--- config.mk ---
export PLATFORM = sky130hd
export DESIGN_NAME = pc_gen
export DESIGN_NICKNAME = d
export VERILOG_FILES = /design/src/rtl/pc_gen_pkg.sv /design/src/rtl/pc_gen_redir_arbiter.sv /design/src/rtl/pc_gen.sv
export SDC_FILE = /design/constraint.sdc
export NUM_CORES = 1
export LEC_CHECK = 0
export BUFFER_PORTS_ARGS = -buffer_cell sky130_fd_sc_hd__clkbuf_2
export CORE_ASPECT_RATIO = 2
export CORE_MARGIN = 5
export CORE_UTILIZATION = 30
export CTS_BUF_LIST = sky130_fd_sc_hd__clkbuf_2
export DETAILED_ROUTE_END_ITERATION = 12
export HOLD_SLACK_MARGIN = 0.06
export PLACE_DENSITY_LB_ADDON = 0.08
export SYNTH_ARGS = -nofsm -noshare
export SYNTH_HDL_FRONTEND = slang
export SYNTH_SLANG_ARGS = --single-unit
--- constraint.sdc ---
create_clock -name clk -period 1.86 [get_ports clk]
set_input_delay 0.558 -clock clk [delete_from_list [all_inputs] [get_ports clk]]
set_output_delay 0.558 -clock clk [all_outputs]
set_load 0.02 [all_outputs]
--- src/rtl/pc_gen_pkg.sv ---
// Shared types and constants for the fetch PC generator: FSM encoding,
// PC step sizes and the default hold level.
package pc_gen_pkg;

    typedef enum logic [1:0] {
        ST_BOOT = 2'd0,
        ST_RUN  = 2'd1,
        ST_HALT = 2'd2
    } pc_state_e;

    localparam int STEP_2         = 2;
    localparam int STEP_4         = 4;
    localparam int HOLD_LVL_DEF   = 1;

    // With 16-bit instructions only halfword alignment is required.
    function automatic logic is_misaligned(input logic [1:0] addr_lo, input bit c_ext);
        return c_ext ? addr_lo[0] : (|addr_lo);
    endfunction

endpackage

--- src/rtl/pc_gen_redir_arbiter.sv ---
// Fixed-priority redirect select: the lowest-index asserted channel wins
// and its target is forwarded.
module redir_arbiter #(
    parameter int ADDR_W    = 32,
    parameter int NUM_REDIR = 2
) (
    input  logic [NUM_REDIR-1:0]        valid_i,
    input  logic [NUM_REDIR*ADDR_W-1:0] addr_i,
    output logic                        valid_o,
    output logic [ADDR_W-1:0]           addr_o
);

    logic [NUM_REDIR:0]   lower_taken;
    logic [NUM_REDIR-1:0] grant;

    assign lower_taken[0] = 1'b0;

    generate
        for (genvar gi = 0; gi < NUM_REDIR; gi++) begin : g_prio
            assign grant[gi]           = valid_i[gi] & ~lower_taken[gi];
            assign lower_taken[gi + 1] = lower_taken[gi] | valid_i[gi];
        end
    endgenerate

    assign valid_o = lower_taken[NUM_REDIR];

    // Grant is one-hot, so an OR of masked targets is a mux.
    always_comb begin
        addr_o = '0;
        for (int k = 0; k < NUM_REDIR; k++) begin
            if (grant[k]) begin
                addr_o = addr_o | addr_i[k*ADDR_W +: ADDR_W];
            end
        end
    end

endmodule

--- src/rtl/pc_gen.sv ---
// Fetch PC generator: boot delay, prioritised redirects, hold and
// handshake-driven stepping, with a sticky misaligned-target trap.
module pc_gen
    import pc_gen_pkg::*;
#(
    parameter int                ADDR_W      = 32,
    parameter logic [ADDR_W-1:0] RESET_VEC   = 32'h0,
    parameter int                NUM_REDIR   = 2,
    parameter int                HOLD_W      = 3,
    parameter int                HOLD_PC_LVL = HOLD_LVL_DEF,
    parameter bit                C_EXT       = 1'b0,
    parameter int                BOOT_CYCLES = 2
) (
    input  logic                        clk,
    input  logic                        rst,
    input  logic [NUM_REDIR-1:0]        redir_valid_i,
    input  logic [NUM_REDIR*ADDR_W-1:0] redir_addr_i,
    input  logic [HOLD_W-1:0]           hold_flag_i,
    input  logic                        fetch_ready_i,
    input  logic                        compressed_i,
    output logic [ADDR_W-1:0]           pc_o,
    output logic                        fetch_valid_o,
    output logic                        flush_o,
    output logic                        misalign_o,
    output logic [ADDR_W-1:0]           misalign_addr_o
);

    localparam int                CNT_W     = (BOOT_CYCLES > 1) ? $clog2(BOOT_CYCLES) : 1;
    localparam logic [CNT_W-1:0]  BOOT_LAST = CNT_W'((BOOT_CYCLES > 0) ? BOOT_CYCLES - 1 : 0);
    localparam pc_state_e         RST_STATE = (BOOT_CYCLES == 0) ? ST_RUN : ST_BOOT;
    localparam logic [HOLD_W:0]   HOLD_LVL  = (HOLD_W + 1)'(HOLD_PC_LVL);

    pc_state_e         state_q;
    logic [ADDR_W-1:0] pc_q;
    logic [ADDR_W-1:0] pc_d;
    logic              flush_q;
    logic              misalign_q;
    logic [ADDR_W-1:0] misalign_addr_q;
    logic [CNT_W-1:0]  boot_cnt_q;

    logic              redir_valid;
    logic [ADDR_W-1:0] redir_addr;
    logic              redir_bad;
    logic              held;

    redir_arbiter #(
        .ADDR_W    (ADDR_W),
        .NUM_REDIR (NUM_REDIR)
    ) u_arb (
        .valid_i (redir_valid_i),
        .addr_i  (redir_addr_i),
        .valid_o (redir_valid),
        .addr_o  (redir_addr)
    );

    assign redir_bad     = is_misaligned(redir_addr[1:0], C_EXT);
    assign held          = ({1'b0, hold_flag_i} >= HOLD_LVL);
    assign fetch_valid_o = (state_q == ST_RUN) && !held;
    assign pc_d          = pc_q + ((C_EXT && compressed_i) ? ADDR_W'(STEP_2) : ADDR_W'(STEP_4));

    always_ff @(posedge clk) begin
        if (rst) begin
            state_q         <= RST_STATE;
            pc_q            <= RESET_VEC;
            flush_q         <= 1'b0;
            misalign_q      <= 1'b0;
            misalign_addr_q <= '0;
            boot_cnt_q      <= '0;
        end else begin
            flush_q <= 1'b0;
            // The boot counter keeps running even when a redirect lands in BOOT.
            if (state_q == ST_BOOT) begin
                if (boot_cnt_q == BOOT_LAST) begin
                    state_q <= ST_RUN;
                end else begin
                    boot_cnt_q <= boot_cnt_q + 1'b1;
                end
            end
            if (redir_valid) begin
                if (!redir_bad) begin
                    pc_q       <= redir_addr;
                    flush_q    <= 1'b1;
                    misalign_q <= 1'b0;
                    if (state_q == ST_HALT) begin
                        state_q <= ST_RUN;
                    end
                end else begin
                    misalign_q      <= 1'b1;
                    misalign_addr_q <= redir_addr;
                    state_q         <= ST_HALT;
                end
            end else if (fetch_valid_o && fetch_ready_i) begin
                pc_q <= pc_d;
            end
        end
    end

    assign pc_o            = pc_q;
    assign flush_o         = flush_q;
    assign misalign_o      = misalign_q;
    assign misalign_addr_o = misalign_addr_q;

endmodule
==> results.ini <==
[grt]
track_usage_pct = 18.9
grt_max_degree = 40
grt_overflow = 0
grt_pass1_vias = 4346
grt_first_pass_wirelength_microns = 22100
antenna_found_initial = 1

[drt]
drcViolationCount = 0
wl_met3_microns = 822
dr_wl_met2_microns = 7620
drt-met1-wl_microns = 5550
avgViaCountPerCell = 5.06
firstDrtPassIters = 4
final_antenna_net_count = 0
drtIter0Drc = 174
topRoutingLayerUsed = met4
wl_per_cell_microns = 16.4
drt-total-wl_microns = 14300
num_vias = 4393

[placement]
port_buffers = 138
dp_hpwl_microns = 11200
post-place-cells = 844
place_area_sq_mm = 0.00526
place_ws_ps = -225
gp_congestion = 0.841

[worst_setup_path]
reg2reg_from = pc_o[5]$_SDFFE_PP0P_
crit_start = state_q[0]$_SDFF_PP0_
r2r_end = pc_o[29]$_SDFFE_PP0P_
critical_path_required_ps = 1300
cp.buffers_inverters = 1
cp_top_family = flip-flops
worst-r2r-cell-count = 7
cp-start-kind = flip-flop
path_max_fanout = 2
worstSetupEndpointType = output port
worst_path_max_delay_cell = dfxtp_2
worstPathCellList = nor2b_4, nor4b_4, clkbuf_8
cpPeakStageDelay_ps = 370
critPathKind = reg2out
reg2reg_slack_ps = 80
worstPathArrival_ps = 1460

[timing]
finClkSkew_ps = 31.9
finalHoldViolations = 0
tightestPinTransition_ps = 548
holdWs_ps = 313
period_share_pct = 108
max_freq_mhz = 496
slew-limit-headroom_pct = 63.1
final_max_slew_viol_count = 0
finalWorstSetupSlack_ps = -158
setup_viol = 1
finalCriticalPeriod_ps = 2020
fin_setup_tns_ps = -158
rsz0062_at_grt = yes

[final_layout]
final_nets = 786
area_growth_pct = 47.9
drive_gt1_share_pct = 41.4
fin_area_sq_mm = 0.00561
fin_util_pct = 45.0
fin_cells = 868

[run_status]
violations = setup timing
status = finished, violations left

[clocking]
cts_buffers = 9
cts_root_buf = clkbuf_2
tritoncts = built
clkSinkCount = 69
holdBufCountCts = 0
clock_latency_ps = 550
cts.htree.levels = 3
clkTransAtPathRegs_ps = 180
cts_max_path_buffers = 2

[die]
core_region_area_sq_mm = 0.0125
rows = 58
io_pins = 140
die_area_sq_mm = 0.0151
die_h_microns = 169
die_w_microns = 89.5
start_util_pct = 30.4

[logic_synthesis]
ys.flop_type = dfxtp_1
yosys.cell_types.count = 56
synth_edf_count = 0
syn-cell-area_sq_mm = 0.00379
syn-num-nets = 587
synth_area_leaders = dfxtp_1, nor2_1, nand2_1
yosysTopAreaCellShare_pct = 36.4
synth_cells = 513
synth_top_cell_by_area = dfxtp_1
ys.warnings.count = 0
syn-mean-instance-area_sq_um = 7.40
async_reset_ff_share_pct = 0
ys_ff_latch = 69
seq_area_frac_synth_pct = 36.4

[power_and_ir_drop]
power_density_mw_per_mm2 = 644
leakagePower_nw = 2.53
power_mw = 3.61
vdd_drop_max_uv = 317

[hold_path]
hold_path_depth = 3
hold_path_class = in2reg
hold_end = misalign_addr_o[1]$_SDFFE_PP0P_
holdCritStartpoint = redir_addr_i[1]

[flow_run]
drv_cap = 0

[cells in the final DEF, fill, tap and decap left out, types with 18 or more instances in the layout]
cell type	Yosys	final
o21ai_0	25	25
buf_4	0	85
a21oi_1	44	43
dfxtp_1	69	47
a211oi_1	19	19
nor3_1	21	18
clkbuf_2	0	137
nor2_1	78	78
dfxtp_2	0	21
nand3_1	21	21
nand2_1	63	63
[how the worst max path moves through the flow]
| stage | to | cells past startpoint |
|---|---|---|
| 6_report | fetch_valid_o | 3 |
| 5_1_grt | fetch_valid_o | 3 |
| 4_1_cts | fetch_valid_o | 3 |
| 3_5_place_dp | pc_o[30]$_SDFFE_PP0P_ | 7 |
| 3_3_place_gp | pc_o[30]$_SDFFE_PP0P_ | 7 |
| 2_1_floorplan | pc_o[29]$_SDFFE_PP0P_ | 7 |
[cell type report]
class | count | area [sq um]
multi-input cells | 397 | 2300
repair buffers | 231 | 1560
diodes | 1 | 2.50
inverters | 4 | 15.0
fillers | 1346 | 6870
well taps | 150 | 188
flip-flops and latches | 69 | 1410
clock inverters | 7 | 90.1
clock buffers | 9 | 45.0
[worst reg2reg max path, delay by kind of cell (launching register included)]
| kind | cells | cell delay (ps) |
|---|---|---|
| compound gates | 1 | 170 |
| buf+inv | 2 | 290 |
| flops | 1 | 400 |
| simple gates | 4 | 870 |
[synth_stat cells (all sizes together), types with 10 or more instances]
| master | number |
|---|---|
| and2 | 10 |
| nand3 | 22 |
| nor3 | 21 |
| dfxtp | 69 |
| clkbuf | 25 |
| nor2 | 78 |
| nand2 | 63 |
| a211oi | 19 |
| o21ai | 39 |
| buf | 18 |
| a21oi | 44 |
[per-layer routing]
| layer | vias up | track usage [%] |
|---|---|---|
| met3 | 16 | 3.90 |
| met5 | - | 0 |
| li1 | 2244 | - |
| met4 | 0 | 6.55 |
| met1 | 2017 | 20.9 |
| met2 | 116 | 34.5 |
[logic make-up (layout without fill, tap and decap cells)]
family                     Yosys count  in the layout  share of synthesized area, %
DFF                                 69             69                          36.4
buffers and inverters               47            251                          5.87
and+or+nand+nor                    245            245                          31.6
other                                0              1                             0
AOI/OAI and AO/OA                  148            148                          25.0
adders and majority gates            1              1                         0.330
muxes                                3              3                         0.824
[sequential cells by signal, summed over array words and instances (netlist names)]
signal / cells
boot_cnt_q: 1
misalign_addr_o: 32
misalign_o: 1
flush_o: 1
state_q: 2
pc_o: 32
[report_power, final]
| group | switching, mW | total, mW | internal (mW) |
|---|---|---|---|
| Clock | 0.586 | 1.02 | 0.437 |
| Sequential | 0.0721 | 1.66 | 1.59 |
| Combinational | 0.525 | 0.932 | 0.407 |
| Total | 1.18 | 3.61 | 2.43 |
[repair_timing]
action	4_1_cts	5_1_grt
pin swaps	3	5
gates resized for setup	25	43
buffers inserted	4	4
setup endpoints to repair	14	25
Note: power is estimated with default switching activity, not from simulation.
